==> config.mk <==
export PLATFORM = sky130hd
export DESIGN_NAME = sd_otf_converter_flat
export DESIGN_NICKNAME = d
export VERILOG_FILES = /design/src/rtl/sd_otf_converter_pkg.sv /design/src/rtl/sd_otf_converter_if.sv /design/src/rtl/sd_otf_converter_otf_digit_select.sv /design/src/rtl/sd_otf_converter.sv /design/src/flat_wrapper.sv
export SDC_FILE = /design/constraint.sdc
export NUM_CORES = 1
export LEC_CHECK = 0
export CAP_MARGIN = 20
export CORE_ASPECT_RATIO = 2
export CORE_MARGIN = 2
export CORE_UTILIZATION = 45
export CTS_CLUSTER_SIZE = 40
export DETAILED_ROUTE_END_ITERATION = 7
export PLACE_DENSITY = 0.73
export SLEW_MARGIN = 25
export SYNTH_ARGS = -nofsm -noshare
export SYNTH_HDL_FRONTEND = slang
export SYNTH_SLANG_ARGS = --single-unit
==> constraint.sdc <==
create_clock -name clk -period 3.3 [get_ports clk]
set_clock_uncertainty 0.2 [all_clocks]
set_input_delay 0.495 -clock clk [delete_from_list [all_inputs] [get_ports clk]]
set_output_delay 0.495 -clock clk [all_outputs]
set_load 0.02 [all_outputs]
==> src/rtl/sd_otf_converter_pkg.sv <==
// Shared online-arithmetic definitions: radix-4 signed-digit format used by the
// signed-digit adder stage and the on-the-fly converter.
package sd_otf_converter_pkg;

  localparam int unsigned RADIX      = 4;
  localparam int unsigned RADIX_LOG2 = 2;
  localparam int unsigned DIGIT_W    = 3;

  typedef logic signed [DIGIT_W-1:0] sd_digit_t;

  localparam sd_digit_t DIGIT_MIN     = -3;
  localparam sd_digit_t DIGIT_MAX     = 3;
  localparam sd_digit_t DIGIT_ILLEGAL = 3'b100;

endpackage

==> src/rtl/sd_otf_converter_if.sv <==
// Digit-in / result-out handshake bundle of the on-the-fly converter.
interface sd_otf_converter_if #(
  parameter int unsigned NO_OF_DIGITS = 8,
  parameter int unsigned RADIX_BITS   = 3
);

  logic [RADIX_BITS-1:0]   din;
  logic                    din_valid;
  logic                    din_ready;
  logic [2*NO_OF_DIGITS:0] dout;
  logic                    dout_err;
  logic                    dout_valid;
  logic                    dout_ready;

  modport master (
    output din, din_valid, dout_ready,
    input  din_ready, dout, dout_err, dout_valid
  );

  modport slave (
    input  din, din_valid, dout_ready,
    output din_ready, dout, dout_err, dout_valid
  );

endinterface

==> src/rtl/sd_otf_converter_otf_digit_select.sv <==
// Maps one radix-4 signed digit to the Q/QM append bits and source selects.
module otf_digit_select
  import sd_otf_converter_pkg::*;
(
  input  sd_digit_t             d_i,
  output logic [RADIX_LOG2-1:0] q_app_o,
  output logic [RADIX_LOG2-1:0] qm_app_o,
  output logic                  sel_q_for_q_o,
  output logic                  sel_q_for_qm_o,
  output logic                  illegal_o
);

  // (4+d) mod 4 == d mod 4 and (3+d) mod 4 == (d-1) mod 4, so the append bits
  // do not depend on which register is shifted.
  always_comb begin
    q_app_o        = d_i[RADIX_LOG2-1:0];
    qm_app_o       = d_i[RADIX_LOG2-1:0] - RADIX_LOG2'(1);
    sel_q_for_q_o  = !d_i[DIGIT_W-1];
    sel_q_for_qm_o = !d_i[DIGIT_W-1] && (d_i != '0);
    illegal_o      = (d_i == DIGIT_ILLEGAL);
  end

endmodule

==> src/rtl/sd_otf_converter.sv <==
// Digit-serial radix-4 on-the-fly converter: MSD-first signed digits in,
// two's-complement frame value out over a valid/ready handshake.
module sd_otf_converter
  import sd_otf_converter_pkg::*;
#(
  parameter int unsigned NO_OF_DIGITS = 8,
  parameter int unsigned RADIX_BITS   = 3,
  parameter int unsigned RADIX        = 4
) (
  input  logic                 clk,
  input  logic                 rst_n,
  sd_otf_converter_if.slave    bus
);

  localparam int unsigned W     = 2 * NO_OF_DIGITS + 1;
  localparam int unsigned SH    = $clog2(RADIX);
  localparam int unsigned CNT_W = (NO_OF_DIGITS > 1) ? $clog2(NO_OF_DIGITS) : 1;
  localparam logic [CNT_W-1:0] LAST = CNT_W'(NO_OF_DIGITS - 1);

  logic [W-1:0]     q_q, q_d, qm_q, qm_d, dout_q, dout_d;
  logic [CNT_W-1:0] cnt_q, cnt_d;
  logic             err_q, err_d, dout_err_q, dout_err_d, dout_valid_q, dout_valid_d;

  logic [RADIX_BITS-1:0] din_w;
  sd_digit_t             digit;
  logic [SH-1:0]         q_app, qm_app;
  logic                  sel_q_for_q, sel_q_for_qm, illegal;
  logic [W-1:0]          q_next, qm_next;
  logic                  accept, last;

  assign din_w = bus.din;
  assign digit = din_w;

  otf_digit_select u_sel (
    .d_i            (digit),
    .q_app_o        (q_app),
    .qm_app_o       (qm_app),
    .sel_q_for_q_o  (sel_q_for_q),
    .sel_q_for_qm_o (sel_q_for_qm),
    .illegal_o      (illegal)
  );

  assign bus.din_ready  = !(dout_valid_q && !bus.dout_ready);
  assign bus.dout       = dout_q;
  assign bus.dout_err   = dout_err_q;
  assign bus.dout_valid = dout_valid_q;

  assign accept  = bus.din_valid && bus.din_ready;
  assign last    = (cnt_q == LAST);
  assign q_next  = sel_q_for_q  ? {q_q[W-1-SH:0], q_app}  : {qm_q[W-1-SH:0], q_app};
  assign qm_next = sel_q_for_qm ? {q_q[W-1-SH:0], qm_app} : {qm_q[W-1-SH:0], qm_app};

  always_comb begin
    q_d          = q_q;
    qm_d         = qm_q;
    cnt_d        = cnt_q;
    err_d        = err_q;
    dout_d       = dout_q;
    dout_err_d   = dout_err_q;
    dout_valid_d = dout_valid_q;
    if (dout_valid_q && bus.dout_ready) begin
      dout_valid_d = 1'b0;
    end
    // A completing accept overrides the consume clear so back-to-back frames
    // keep dout_valid asserted with the fresh value.
    if (accept) begin
      if (last) begin
        q_d          = '0;
        qm_d         = '1;
        cnt_d        = '0;
        err_d        = 1'b0;
        dout_d       = q_next;
        dout_err_d   = err_q | illegal;
        dout_valid_d = 1'b1;
      end else begin
        q_d   = q_next;
        qm_d  = qm_next;
        cnt_d = cnt_q + CNT_W'(1);
        err_d = err_q | illegal;
      end
    end
  end

  always_ff @(posedge clk or negedge rst_n) begin
    if (!rst_n) begin
      q_q          <= '0;
      qm_q         <= '1;
      cnt_q        <= '0;
      err_q        <= 1'b0;
      dout_q       <= '0;
      dout_err_q   <= 1'b0;
      dout_valid_q <= 1'b0;
    end else begin
      q_q          <= q_d;
      qm_q         <= qm_d;
      cnt_q        <= cnt_d;
      err_q        <= err_d;
      dout_q       <= dout_d;
      dout_err_q   <= dout_err_d;
      dout_valid_q <= dout_valid_d;
    end
  end

endmodule

==> src/flat_wrapper.sv <==
// flat-port wrapper written by rule: the top's interface ports become plain ports
module sd_otf_converter_flat import sd_otf_converter_pkg::*;
#(
  parameter int unsigned NO_OF_DIGITS = 8,
  parameter int unsigned RADIX_BITS   = 3,
  parameter int unsigned RADIX        = 4
)
  (clk, rst_n, bus_din, bus_din_valid, bus_dout_ready, bus_din_ready, bus_dout, bus_dout_err, bus_dout_valid);
  sd_otf_converter_if #(.NO_OF_DIGITS(NO_OF_DIGITS), .RADIX_BITS(RADIX_BITS)) bus_i ();
  input  logic clk;
  input  logic rst_n;
  input wire logic [$bits(bus_i.din)-1:0] bus_din;
  input wire logic [$bits(bus_i.din_valid)-1:0] bus_din_valid;
  input wire logic [$bits(bus_i.dout_ready)-1:0] bus_dout_ready;
  output wire logic [$bits(bus_i.din_ready)-1:0] bus_din_ready;
  output wire logic [$bits(bus_i.dout)-1:0] bus_dout;
  output wire logic [$bits(bus_i.dout_err)-1:0] bus_dout_err;
  output wire logic [$bits(bus_i.dout_valid)-1:0] bus_dout_valid;
  assign bus_i.din = bus_din;
  assign bus_i.din_valid = bus_din_valid;
  assign bus_i.dout_ready = bus_dout_ready;
  assign bus_din_ready = bus_i.din_ready;
  assign bus_dout = bus_i.dout;
  assign bus_dout_err = bus_i.dout_err;
  assign bus_dout_valid = bus_i.dout_valid;
  sd_otf_converter #(.NO_OF_DIGITS(NO_OF_DIGITS), .RADIX_BITS(RADIX_BITS), .RADIX(RADIX)) u_core (.clk(clk), .rst_n(rst_n), .bus(bus_i));
endmodule
==> reports/metrics.sh, run 1 <==
PRE_CTS_SLACK_NS=0.730
CORE_AREA_SQ_UM=5370
SYN-INSTANCE-COUNT=199
IO_BUFFER_COUNT=26
PEAKVDDDROP_V=0.000673
CRIT_PATH_CELL_TRACE='clkdlybuf4s50_1, nor2b_4, inv_6, clkdlybuf4s50_1'
N_FILL_CELL=491
POWER_REPORT.INTERNAL_TOTAL_mW=1.70
SYNTH.YOSYS.WARNINGS=0
GRT_ANTENNA_BEFORE_REPAIR=0
CLKSINKCOUNT=53
CTSRESIZECOUNT=0
REGTOREGENDPOINT='u_core.bus.dout[15]'
DR.FIRST_ITER.DRC_COUNT=36
GP_CONGESTION=0.807
FIRSTDRTPASSITERS=4
CAP_VIOLATIONS=0
CRITICAL-PATH-MAX-STAGE-DELAY_NS=0.60
SETUP_VIOLATIONS=0
GLOBALROUTEOVERFLOWTOTAL=0
CRITICAL_PATH.N_BUFFERS_INVERTERS=3
SYNTH_TOP_AREA_FRAC=0.381
CRIT_REQUIRED_NS=2.60
YOSYSSEQAREASHARE=0.539
ANTENNA_CELLS=0
PIN_COUNT_OF_THE_BIGGEST_NET_ENTERING_GLOBAL_ROUTING=49
SYN-MEAN-INSTANCE-AREA_SQ_UM=12.5
SEQ_POWER_SHARE=0.456
CRIT_PATH_TOP_DELAY_CELL='clkdlybuf4s50_1'
COMBINATIONALPOWERSHARE=0.400
DIE_HT_MICRONS=109
CP_MAX_FO=7
CTS-BUFFERS-INSERTED=5
FINALSETUPTNS_NS=0
POWER_DENSITY_nW_PER_UM2=922
FIN_CRIT_NS=2.46
SYNTHESIS.AREA_SQ_UM=2490
CTS_TREE='built'
CRIT_PATH_FREQUENT_CELL='clkdlybuf4s50_1'
FF_LATCH_COUNT_SYNTH=53
WORST_R2R_PATH_DEPTH=4
P_LEAK_nW=1.20
SWITCHING_SHARE=0.355
FIRST_GLOBAL_VIAS=1777
REGTOREGSETUPSLACK_NS=1.02
FLOW.AREA_GROWTH_FROM_SYNTHESIS_PCT=14.6
GRT_FIRST_PASS_WIRELENGTH_MICRONS=8430
WORST_SKEW_PAIR.LATE_LATENCY_NS=0.32
MOSTFREQUENTLAYOUTCELL='dfrtp_1'
RSZ_0062_RAISED_AFTER_GLOBAL_ROUTING='no'
NNETSFINAL=234
CRIT_TYPE='in -> out'
ROUTE.ANTENNA.REMAINING_NETS=0
HOLDPATHSTAGES=1
HOLD_PATH.STARTPOINT='u_core.bus.dout[1]'
FLOORPLAN.ROWS=38
CHIPWIDTH_MICRONS=56.7
POSTROUTEWIRELENGTH_MICRONS=5050
LAYOUT.CELLS.MOST_COMMON_LIST='dfrtp_1, clkdlybuf4s50_1, mux2i_1, o31ai_1, o21ai_0'
FINALNONFILLERCELLS=284
CTS_HTREE_LEVELS=2
FINALHOLDVIOLCOUNT=0
OUTCOME='complete, no violations'
SYNTH.DISTINCT_CELLS=26
DETAILED_ROUTE_VIA_COUNT=1660
INITIAL_CORE_UTIL=0.464
HOLD_WC_PATH_TYPE='reg -> reg'
FMAX_MHz=407
ROOT_BUFFER='clkbuf_8'
RELSLEWSLACK=0.536
CTS_MAX_PATH_BUFFERS=2
DP_HPWL_MICRONS=3400
CLK_PIN_SLEW_NS=0.09
POST-ROUTE-PERIOD-UTIL=0.745
ROUTE.DETAILED.DRC=0
FINALWORSTSETUPSLACK_NS=0.843
DIE_AREA_SQ_UM=6190
GROUTE.USAGE.OVERALL=0.178
SYNTHESIZED_NET_COUNT=210
DRV_SLEW=0
WORST_PIN_SLEW_NS=0.696
POST-ROUTE-UTIL=0.532
SYNTH_AREA_LEADER_CELL='dfrtp_1'
DRT-VIAS-PER-INSTANCE=5.85
POST_ROUTE_CELLS_DRIVE_ABOVE_1_SHARE=0.237
TIMING.HOLD.WORST_ENDPOINT='u_core.bus.dout[1]'
TOP_LEVEL_PORTS=27
SYNTH_TOP_AREA_CELLS='dfrtp_1, dfstp_2, mux2i_1, mux2_2, o31ai_1'
CRIT-REG2REG-LAUNCH='u_core.cnt_q[0]'
CP.ARRIVAL_NS=1.76
P_SW_uW=936
CP_TOP_FAMILY='buffers and inverters'
DETAIL_ROUTE.WL_PER_CELL_MICRONS=17.8
NUMPLACEDINSTANCES=275
WORSTSETUPENDPOINTTYPE='output pin'
CRITICAL_PATH.STARTPOINT_TYPE='input port'
PWR-SHARE-CLK=0.144
==> state kept, by name, indices dropped and copies added (netlist names) <==
register	flops
u_core.qm_q	15
u_core.err_q	1
u_core.cnt_q	3
u_core.bus.dout	17
u_core.bus.dout_valid	1
u_core.q_q	15
u_core.bus.dout_err	1
==> worst reg2reg max path, cell delays in order, from the launching register on <==
cell and delay (ns):
dfrtp_1 0.38, ha_1 0.18, ha_1 0.61, nand3_4 0.41, mux2_2 0.39
==> stage by stage <==
step | power, mW | hold WS, ns | cell area, sq um
floorplan | 1.88 | -0.000591 | 2490
global placement | 2.25 | 0.288 | 2760
detailed placement | 2.28 | 0.291 | 2760
CTS | 2.66 | 0.186 | 2850
global route | 2.83 | 0.325 | 2860
finish | 2.64 | 0.310 | 2860
==> cell usage after synthesis (all sizes together) <==
| library cell | count |
|---|---|
| dfstp | 15 |
| nand2 | 6 |
| buf | 11 |
| nor3 | 1 |
| dfrtp | 38 |
| clkbuf | 4 |
| ha | 4 |
| mux2i | 22 |
| o21ai | 29 |
| a31oi | 2 |
| nor2b | 1 |
| inv | 6 |
| o31ai | 21 |
| a2bb2oi | 13 |
| nor2 | 3 |
| a21oi | 4 |
| nand3 | 1 |
| a41oi | 1 |
| mux2 | 17 |
==> per-layer routing <==
layer,GRT usage,share of wire
met5,0,0
met3,0.0318,0.028
met4,0.0799,0.024
met1,0.189,0.39
met2,0.333,0.56
==> power groups by stage <==
stage	clock [mW]	combinational [mW]	sequential, mW
floorplan	0	0.589	1.29
global placement	0	1.05	1.20
detailed placement	0	1.07	1.21
CTS	0.390	1.07	1.20
global route	0.420	1.16	1.24
finish	0.380	1.05	1.20
==> logic make-up after synthesis <==
group,count (synthesis),synth area share
AOI/OAI and AO/OA,70,0.184
muxes,39,0.165
DFF,53,0.539
buffers and inverters,21,0.0532
and+or+nand+nor,12,0.0391
adders and majority gates,4,0.0201
==> what timing repair did <==
item,CTS,global route
setup endpoints to repair,0,0
setup buffers,0,0
endpoints found under the hold margin,0,2
hold buffers,0,1
==> cell type report <==
type                    count  area (sq um)  share of cell area
clock buffers               8          90.1              0.0315
inverters                   6          27.5             0.00962
repair buffers             32           305               0.107
multi-input cells         125          1020               0.356
flip-flops and latches     53          1350               0.470
well taps                  60          75.1              0.0262
==> worst max-delay path by stage <==
stage | start | end | slack, ns | cells past startpoint
after floorplan | u_core.cnt_q[0] | u_core.qm_q[10] | 1.62 | 5
after global placement | bus_din_valid | u_core.cnt_q[0] | 0.77 | 4
after detailed placement | bus_din_valid | u_core.cnt_q[0] | 0.73 | 4
after CTS | bus_dout_ready | bus_din_ready | 0.84 | 4
after global routing | bus_dout_ready | bus_din_ready | 0.81 | 4
final | bus_dout_ready | bus_din_ready | 0.84 | 4
Note: power is estimated with default switching activity, not from simulation.
==> run 2, diff against run 1 <==
Clock period 3.3 ns to 2.39 ns, I/O delays scaled along.
==> run 2 against run 1 <==
Effect of this change: worst hold slack worse by 0.0032 ns; via count is 3.9% higher; final cell count is 2.5% higher; routed wire length is 4.9% higher; largest power group unchanged.
==> reports/metrics.sh, run 2 (synthesis results as in run 1) <==
OUTCOME='complete, no violations'
CRITICAL_PATH.STARTPOINT_TYPE='input port'
SETUP_REPAIR_BUFS_AFTER_CTS=0
POST-ROUTE-PERIOD-UTIL=0.919
CHIPWIDTH_MICRONS=56.7
CTS_MAX_PATH_BUFFERS=2
CORE_AREA_SQ_UM=5370
POWER_DENSITY_nW_PER_UM2=1280
CRIT-REG2REG-LAUNCH='u_core.cnt_q[0]'
CRITICAL_PATH_CELL_COUNT=4
FINALHOLDVIOLCOUNT=0
MET3_GRT_UTIL=0.0353
ROUTE.ANTENNA.REMAINING_NETS=0
DETAILED_PLACE.AREA_SQ_UM=2850
CLK_PIN_SLEW_NS=0.09
RELSLEWSLACK=0.581
IO_BUFFER_COUNT=26
CRIT_PATH_FREQUENT_CELL='clkdlybuf4s50_1'
GRT_ANTENNA_BEFORE_REPAIR=0
DIE_AREA_SQ_UM=6190
RSZ_0062_RAISED_AFTER_GLOBAL_ROUTING='no'
FIN_CRIT_NS=2.20
HOLD_WC_PATH_TYPE='reg -> reg'
SEQ_AREA_SQ_UM=1350
ROOT_BUFFER='clkbuf_8'
TOP_LEVEL_PORTS=27
FIRSTDRTPASSITERS=4
POSTROUTEWIRELENGTH_MICRONS=5290
PIN_COUNT_OF_THE_BIGGEST_NET_ENTERING_GLOBAL_ROUTING=28
REGTOREGENDPOINT='u_core.qm_q[11]'
CRITICAL_PATH.N_BUFFERS_INVERTERS=3
CRIT_PATH_TOP_DELAY_CELL='clkdlybuf4s50_1'
WORSTSETUPENDPOINTTYPE='output pin'
HOLDPATHSTAGES=1
FLOORPLAN.ROWS=38
TIMING.HOLD.WS_NS=0.307
WORST_R2R_PATH_DEPTH=6
CP.ARRIVAL_NS=1.64
DETAIL_ROUTE.WL_PER_CELL_MICRONS=18.2
MOSTFREQUENTLAYOUTCELL='dfrtp_1'
CRIT_REQUIRED_NS=1.83
PRE_CTS_SLACK_NS=0.194
CTS-BUFFERS-INSERTED=5
MULTIINPUTGATEAREA_SQ_UM=1020
FLOW.AREA_GROWTH_FROM_SYNTHESIS_PCT=19.2
WORST_SKEW_PAIR.LATE_LATENCY_NS=0.31
POST-LAYOUT-TOTAL-POWER_mW=3.80
SETUP_VIOLATIONS=0
GROUTE.USAGE.OVERALL=0.188
FINALWORSTSETUPSLACK_NS=0.195
CP_MAX_FO=7
DIE_HT_MICRONS=109
N_FILL_CELL=455
P_LEAK_nW=1.26
INITIAL_CORE_UTIL=0.464
DR.FIRST_ITER.DRC_COUNT=52
FMAX_MHz=455
PEAKVDDDROP_V=0.000793
GRT_UTIL_MET2=0.332
WORST_PIN_SLEW_NS=0.628
FIRST_GLOBAL_VIAS=1758
LARGEST_REGISTER_FF_COUNT=17
DP_HPWL_MICRONS=3630
CTS_TREE='built'
CRIT_TYPE='in -> out'
GR-MAX-USAGE-LAYER='met2'
ANTENNA_CELLS=0
GLOBALROUTEOVERFLOWTOTAL=0
GRT_USE_MET1=0.220
ROUTE.DETAILED.DRC=0
CP_TOP_FAMILY='buffers and inverters'
GP_CONGESTION=0.770
CAP_VIOLATIONS=0
NNETSFINAL=241
LAYOUT.CELLS.MOST_COMMON_LIST='dfrtp_1, clkdlybuf4s50_1, mux2i_1, o31ai_1, o21ai_0'
CRITICAL_PATH.STARTPOINT='bus_dout_ready'
CRITICAL_PATH.ENDPOINT='bus_din_ready'
CLKSINKCOUNT=53
CRIT_PATH_CELL_TRACE='clkdlybuf4s50_1, nor2b_4, inv_6, clkdlybuf4s50_1'
CTS_HTREE_LEVELS=2
GRT_FIRST_PASS_WIRELENGTH_MICRONS=8830
REGTOREGSETUPSLACK_NS=0.52
CRITICAL-PATH-MAX-STAGE-DELAY_NS=0.61
POST_ROUTE_CELLS_DRIVE_ABOVE_1_SHARE=0.264
DRT-VIAS-PER-INSTANCE=5.92
FINALSETUPTNS_NS=0
LAYOUT.CELL_AREA.NON_FILLER_SQ_UM=2970
DRV_SLEW=0
DETAILED_ROUTE_VIA_COUNT=1724
==> run 2: cell count changes in the layout (fill, tap and decap cells not counted) <==
cell       before  now
clkbuf_1        2    1
buf_12          0    3
buf_2           0    1
bufinv_16       0    1
buf_4           6    9
==> run 2: power breakdown <==
group / total [mW] / switching [mW] / internal (mW)
combinational: 1.52 / 0.758 / 0.761
sequential: 1.65 / 0.261 / 1.39
clock: 0.631 / 0.290 / 0.342
==> run 2: how the worst min path moves through the flow <==
stage / startpoint / to
after floorplan: rst_n / u_core.bus.dout[0]
after global placement: rst_n / u_core.bus.dout[1]
after detailed placement: rst_n / u_core.bus.dout_err
after CTS: u_core.qm_q[13] / u_core.qm_q[13]
after global routing: u_core.qm_q[13] / u_core.qm_q[13]
final: u_core.qm_q[13] / u_core.qm_q[13]
==> run 2: area by class of cell <==
type / count / area share
flip-flops and latches: 53 / 0.452
multi-input cells: 125 / 0.342
repair buffers: 39 / 0.132
clock buffers: 7 / 0.0290
well taps: 60 / 0.0252
clock inverters: 1 / 0.0101
inverters: 6 / 0.00926
==> run 2: through the flow <==
step / cells / utilization
detailed placement: 282 / 0.530
floorplan: 199 / -
global placement: 282 / 0.530
CTS: 291 / 0.554
finish: 291 / 0.554
global route: 291 / 0.554
==> run 2: routing by layer <==
| metal | vias up | routed length, microns |
|---|---|---|
| li1 | 796 | - |
| met3 | 7 | 126 |
| met2 | 28 | 2950 |
| met4 | 0 | 88 |
| met1 | 893 | 2120 |
| met5 | - | 0 |
==> run 2: timing repair <==
item	in CTS	in global routing
resized for setup	0	0
hold buffers	1	0
hold endpoints to repair	18	0
endpoints found under the setup margin	0	0
==> run 2: worst register-to-register path, delay by kind of cell (launching register included) <==
kind | cells | cell delay (ns)
AND/OR/NAND/NOR | 1 | 0.21
flip-flops | 1 | 0.40
buffers and inverters | 2 | 0.42
adder cells (fa/ha/maj) | 2 | 0.49
AO/OA/AOI/OAI | 1 | 0.09
